==> src/rtl/pll_reset_sequencer.sv <==
// PLL reset / lock handshake sequencer for the always-on reference domain.
// Holds the PLL in reset, qualifies a synchronised lock, retries on timeout and releases the core reset.
module pll_reset_sequencer #(
    parameter int RST_HOLD_CYCLES    = 16,
    parameter int LOCK_TIMEOUT       = 74250,
    parameter int LOCK_STABLE_CYCLES = 256,
    parameter int MAX_RETRIES        = 3
) (
    input  logic       clk_74a,
    input  logic       reset_n,
    input  logic       pll_locked,
    input  logic       restart,
    output logic       pll_rst,
    output logic       core_reset_n,
    output logic       lock_fail,
    output logic [3:0] retry_count,
    output logic [7:0] lock_lost_count,
    output logic [2:0] state
);

    localparam int CNT_MAX_A = (RST_HOLD_CYCLES > LOCK_TIMEOUT) ? RST_HOLD_CYCLES : LOCK_TIMEOUT;
    localparam int CNT_MAX   = (CNT_MAX_A > LOCK_STABLE_CYCLES) ? CNT_MAX_A : LOCK_STABLE_CYCLES;
    localparam int CNT_W     = $clog2(CNT_MAX + 1);

    localparam logic [CNT_W-1:0] HOLD_LAST    = CNT_W'(RST_HOLD_CYCLES - 1);
    localparam logic [CNT_W-1:0] TIMEOUT_LAST = CNT_W'(LOCK_TIMEOUT - 1);
    localparam logic [CNT_W-1:0] STABLE_LAST  = CNT_W'(LOCK_STABLE_CYCLES - 1);
    localparam logic [CNT_W-1:0] CNT_ZERO     = '0;
    localparam logic [CNT_W-1:0] CNT_ONE      = CNT_W'(1);
    localparam logic [3:0]       RETRY_LIMIT  = 4'(MAX_RETRIES);

    typedef enum logic [2:0] {
        ST_RESET_PLL = 3'd0,
        ST_WAIT_LOCK = 3'd1,
        ST_STABILIZE = 3'd2,
        ST_RUN       = 3'd3,
        ST_FAIL      = 3'd4
    } state_t;

    state_t           state_q, state_d;
    logic [CNT_W-1:0] cnt_q, cnt_d;
    logic [3:0]       retry_q, retry_d;
    logic [7:0]       lost_q, lost_d;
    logic             fail_q, fail_d;
    logic             pll_rst_q;
    logic             core_rst_n_q;
    logic [1:0]       sync_q;
    logic             locked_s;

    // Two-flop synchroniser for the asynchronous PLL lock output.
    always_ff @(posedge clk_74a or negedge reset_n) begin
        if (!reset_n) begin
            sync_q <= 2'b00;
        end else begin
            sync_q <= {sync_q[0], pll_locked};
        end
    end

    assign locked_s = sync_q[1];

    always_comb begin
        state_d = state_q;
        cnt_d   = cnt_q + CNT_ONE;
        retry_d = retry_q;
        lost_d  = lost_q;
        fail_d  = fail_q;

        if (restart) begin
            state_d = ST_RESET_PLL;
            cnt_d   = CNT_ZERO;
            retry_d = 4'd0;
            fail_d  = 1'b0;
        end else begin
            case (state_q)
                ST_RESET_PLL: begin
                    if (cnt_q == HOLD_LAST) begin
                        state_d = ST_WAIT_LOCK;
                        cnt_d   = CNT_ZERO;
                    end
                end
                ST_WAIT_LOCK: begin
                    if (locked_s) begin
                        state_d = ST_STABILIZE;
                        cnt_d   = CNT_ZERO;
                    end else if (cnt_q == TIMEOUT_LAST) begin
                        retry_d = retry_q + 4'd1;
                        cnt_d   = CNT_ZERO;
                        if (retry_d == RETRY_LIMIT) begin
                            state_d = ST_FAIL;
                            fail_d  = 1'b1;
                        end else begin
                            state_d = ST_RESET_PLL;
                        end
                    end
                end
                ST_STABILIZE: begin
                    // Any unlocked cycle sends us back with a fresh timeout window.
                    if (!locked_s) begin
                        state_d = ST_WAIT_LOCK;
                        cnt_d   = CNT_ZERO;
                    end else if (cnt_q == STABLE_LAST) begin
                        state_d = ST_RUN;
                        cnt_d   = CNT_ZERO;
                        retry_d = 4'd0;
                    end
                end
                ST_RUN: begin
                    cnt_d = cnt_q;
                    if (!locked_s) begin
                        state_d = ST_RESET_PLL;
                        cnt_d   = CNT_ZERO;
                        if (lost_q != 8'hFF) begin
                            lost_d = lost_q + 8'd1;
                        end
                    end
                end
                ST_FAIL: begin
                    cnt_d = cnt_q;
                end
                default: begin
                    state_d = ST_RESET_PLL;
                    cnt_d   = CNT_ZERO;
                end
            endcase
        end
    end

    // Outputs decode the next state so they move on the same edge as the state.
    always_ff @(posedge clk_74a or negedge reset_n) begin
        if (!reset_n) begin
            state_q      <= ST_RESET_PLL;
            cnt_q        <= CNT_ZERO;
            retry_q      <= 4'd0;
            lost_q       <= 8'd0;
            fail_q       <= 1'b0;
            pll_rst_q    <= 1'b1;
            core_rst_n_q <= 1'b0;
        end else begin
            state_q      <= state_d;
            cnt_q        <= cnt_d;
            retry_q      <= retry_d;
            lost_q       <= lost_d;
            fail_q       <= fail_d;
            pll_rst_q    <= (state_d == ST_RESET_PLL) || (state_d == ST_FAIL);
            core_rst_n_q <= (state_d == ST_RUN);
        end
    end

    assign pll_rst         = pll_rst_q;
    assign core_reset_n    = core_rst_n_q;
    assign lock_fail       = fail_q;
    assign retry_count     = retry_q;
    assign lock_lost_count = lost_q;
    assign state           = state_q;

endmodule

==> config.mk <==
export PLATFORM = sky130hd
export DESIGN_NAME = pll_reset_sequencer
export DESIGN_NICKNAME = d
export VERILOG_FILES = /design/src/rtl/pll_reset_sequencer.sv
export SDC_FILE = /design/constraint.sdc
export NUM_CORES = 1
export LEC_CHECK = 0
export CORE_MARGIN = 5
export CORE_UTILIZATION = 45
export DETAILED_ROUTE_END_ITERATION = 16
export HOLD_SLACK_MARGIN = 0.1
export PLACE_DENSITY = 0.62
export SYNTH_ARGS = -nofsm -noshare
export SYNTH_HDL_FRONTEND = slang
export SYNTH_SLANG_ARGS = --single-unit
==> constraint.sdc <==
create_clock -name clk_74a -period 5.35 [get_ports clk_74a]
set_input_delay 1.3375 -clock clk_74a [delete_from_list [all_inputs] [get_ports clk_74a]]
set_output_delay 1.3375 -clock clk_74a [all_outputs]
set_load 0.01 [all_outputs]
==> results.txt <==
outcome: complete, no violations
Post-CTS Setup Inserts: 0
Net Sw Power: 0.0001030 W
CTS clk-pin slew, worst paths: 0.07 ns
share of cells above drive strength 1: 8.969%
pin count of the biggest net entering global routing: 38
Synth warnings: 0
Seq/Total Area, Yosys: 46.05%
post-route worst setup slack: 2.071 ns
Fmax achieved: 304.9 MHz
Mean Syn Cell Area: 10.02 um2
Synth top area share: 44.75%
maximum vdd drop: 108.6 uV
# resized after CTS: 0
worst slew pin tran: 0.8890 ns
Yosys top cell by area: dfrtp_1
CTS tree: built
uppermost layer routed: met4
CORE AREA: 4354 um2
CTS max path bufs: 2
Slew Viols, Final: 0
hold-fix buffers at CTS: 0
routed vias/inst: 5.622
CP Launch Type: input port
CP Class: input port to register
Iter 0 DRT Violations: 66
pwr dens: 212.5 nW/um2
Hold WS: 0.3560 ns
Final TNS setup: 0 ns
DP HPWL: 2.851 mm
I/O pin total: 22
count leader, synth: dfrtp_1
# placed instances: 267
pre-CTS setup slack: 1.799 ns
net switching fraction of the power: 20.72%
vias in the first global route: 1454
Clk pwr share: 38.9%
Skew-Pair Late Insertion Delay: 0.28 ns
routability cong.: 0.8571
Final min period: 3.279 ns
Final period util: 61.30%
# rows: 24
Max transition margin: 40.73%
routed len/inst: 14.05 um
Chip Height: 76.89 um
critical path arrival: 3.44 ns
Post-synth EDFFs: 0
Area growth syn-to-layout: 16.22%
n_diodes: 0
Total GRT Usage: 14.29%
final antenna-violating net count: 0
First-pass DRT Iterations: 4
Area contributors post-synth: dfrtp_1 45%, xor2_1 5.7%, nor2_1 5.2%, ha_1 3.1%, nand3_1 2.7%
Final nets: 231
Final Hold Viols: 0
Die W: 76.89 um
Max-cap violations: 0
Post-Route Utilization: 53.74%
Starting Density: 46.24%
first-pass GRT wire length: 6.920 mm
RSZ-0062 raised after global routing: false
critical-path maximum fanout: 12
fillcell total: 392
Finished Layout Cells: 275
DRC errors left: 0
total CTS buffers: 5
Post-Syn Instances: 201
Req. time, crit path: 5.51 ns
crit end category: register
root buf cell: clkbuf_8
Final Skew: 0.006919 ns
post-synth cell types: 54
CTS sink cnt: 37
Hold Path Class: register to register
cell with the biggest individual delay on the critical path: a21oi_1
setup violators final: 0
Post-Route M1 WL: 1.803 mm
DR WL met2: 1.847 mm
combinational power share: 3.7%
Port Buf Inserts: 21
CP max stage delay: 0.77 ns
Post-Synthesis Cell Area: 2013 um2
Die ar.: 5911 um2
Met3 Wirelength: 161 um
initial antenna violation count: 0
H-Tree Level Count: 2
ys flop type: dfrtp_1
Cell Chain, Critical Path: clkdlybuf4s50_1 > a21oi_1 > and4b_1 > and3_1 > xnor2_1 > nor2_1
Leakage: 1.018 nW
Pint: 0.0003941 W
Async SR Flop Fraction: 100.0%
DRT Wirelength: 3.864 mm
vias: 1546
Mapped Nets: 210
most common library cells after synthesis: 36 x dfrtp_1, 28 x nor2_1, 13 x nand2_1, 13 x xor2_1, 11 x nand3_1
Synth Register Bits: 37
GRT Residual Overflow: 0
Sequential Power Share: 57.4%
==> worst max-delay path: cells and delay by family <==
kind | cells | cell delay, ns
and+or+nand+nor | 3 | 0.61
AOI/OAI and AO/OA | 1 | 0.77
buffers and inverters | 1 | 0.58
xor gates and xnor gates | 1 | 0.12
==> layout make-up <==
cell class	instances	area (um2)	area share (%)
multi-input combinational	151	1021	43.64
sequential	37	927.1	39.63
timing repair buffer	22	217.7	9.305
clock buffer	8	90.09	3.850
tap	52	65.06	2.781
inverter	5	18.77	0.8021
==> per-layer routing <==
layer  up-vias  track usage, %
met5         -               0
met4         0           4.720
met3         5           4.567
met2        30           23.34
met1       752           17.78
li1        759               -
==> cell families after synthesis <==
family / share of synthesized area, %
simple gates: 25.23
flops: 46.05
compound gates: 12.00
xor+xnor: 8.266
buf+inv: 3.232
fa+ha+maj: 3.108
mux: 2.113
==> power by group through the flow <==
| stage | sequential (W) | clock [W] | combinational (W) |
|---|---|---|---|
| final | 0.000286 | 0.000193 | 0.0000184 |
| after global routing | 0.000286 | 0.000214 | 0.0000214 |
| after CTS | 0.000285 | 0.000202 | 0.0000192 |
| after detailed placement | 0.000291 | 0 | 0.0000192 |
| after global placement | 0.000290 | 0 | 0.0000182 |
| after floorplan | 0.000290 | 0 | 0.00000942 |
==> per-stage QoR <==
step | area, um2 | total power, W
after global placement | 2250 | 0.0003087
final | 2340 | 0.0004972
after detailed placement | 2250 | 0.0003100
after CTS | 2340 | 0.0005064
after floorplan | 2013 | 0.0002993
after global routing | 2340 | 0.0005213
==> sequential cells by signal, summed over array words and instances (netlist names) <==
signal / flops
lock_lost_count: 8
pll_rst: 1
cnt_q: 17
core_reset_n: 1
retry_count: 4
lock_fail: 1
sync_q: 2
state: 3
==> final timing paths <==
kind	startpoint	end	slack, ns	cells past startpoint
max in group asynchronous	reset_n	pll_rst$_DFF_PN1_	3.52	2
max reg2reg	state[2]$_DFF_PN0_	cnt_q[12]$_DFFE_PN0P_	2.83	6
max	restart	cnt_q[12]$_DFFE_PN0P_	2.07	6
min reg2reg	sync_q[0]$_DFF_PN0_	sync_q[1]$_DFF_PN0_	0.36	0
min	sync_q[0]$_DFF_PN0_	sync_q[1]$_DFF_PN0_	0.36	0
min in group asynchronous	reset_n	cnt_q[7]$_DFFE_PN0P_	1.48	2
==> layout by cell type, fill, tap and decap left out, types with 3 or more instances in the layout <==
cell,count
nand3_1,11
ha_1,5
nor2_1,28
and2_1,5
and4_1,4
and3_1,4
nand4_1,3
nand2_1,13
a21oi_1,5
inv_1,5
clkdlybuf4s50_1,21
xnor2_1,6
dfrtp_1,36
clkbuf_8,6
a31oi_1,3
xor2_1,13
o21ai_0,8
nor4_1,4
(Power assumes the default switching activity.)
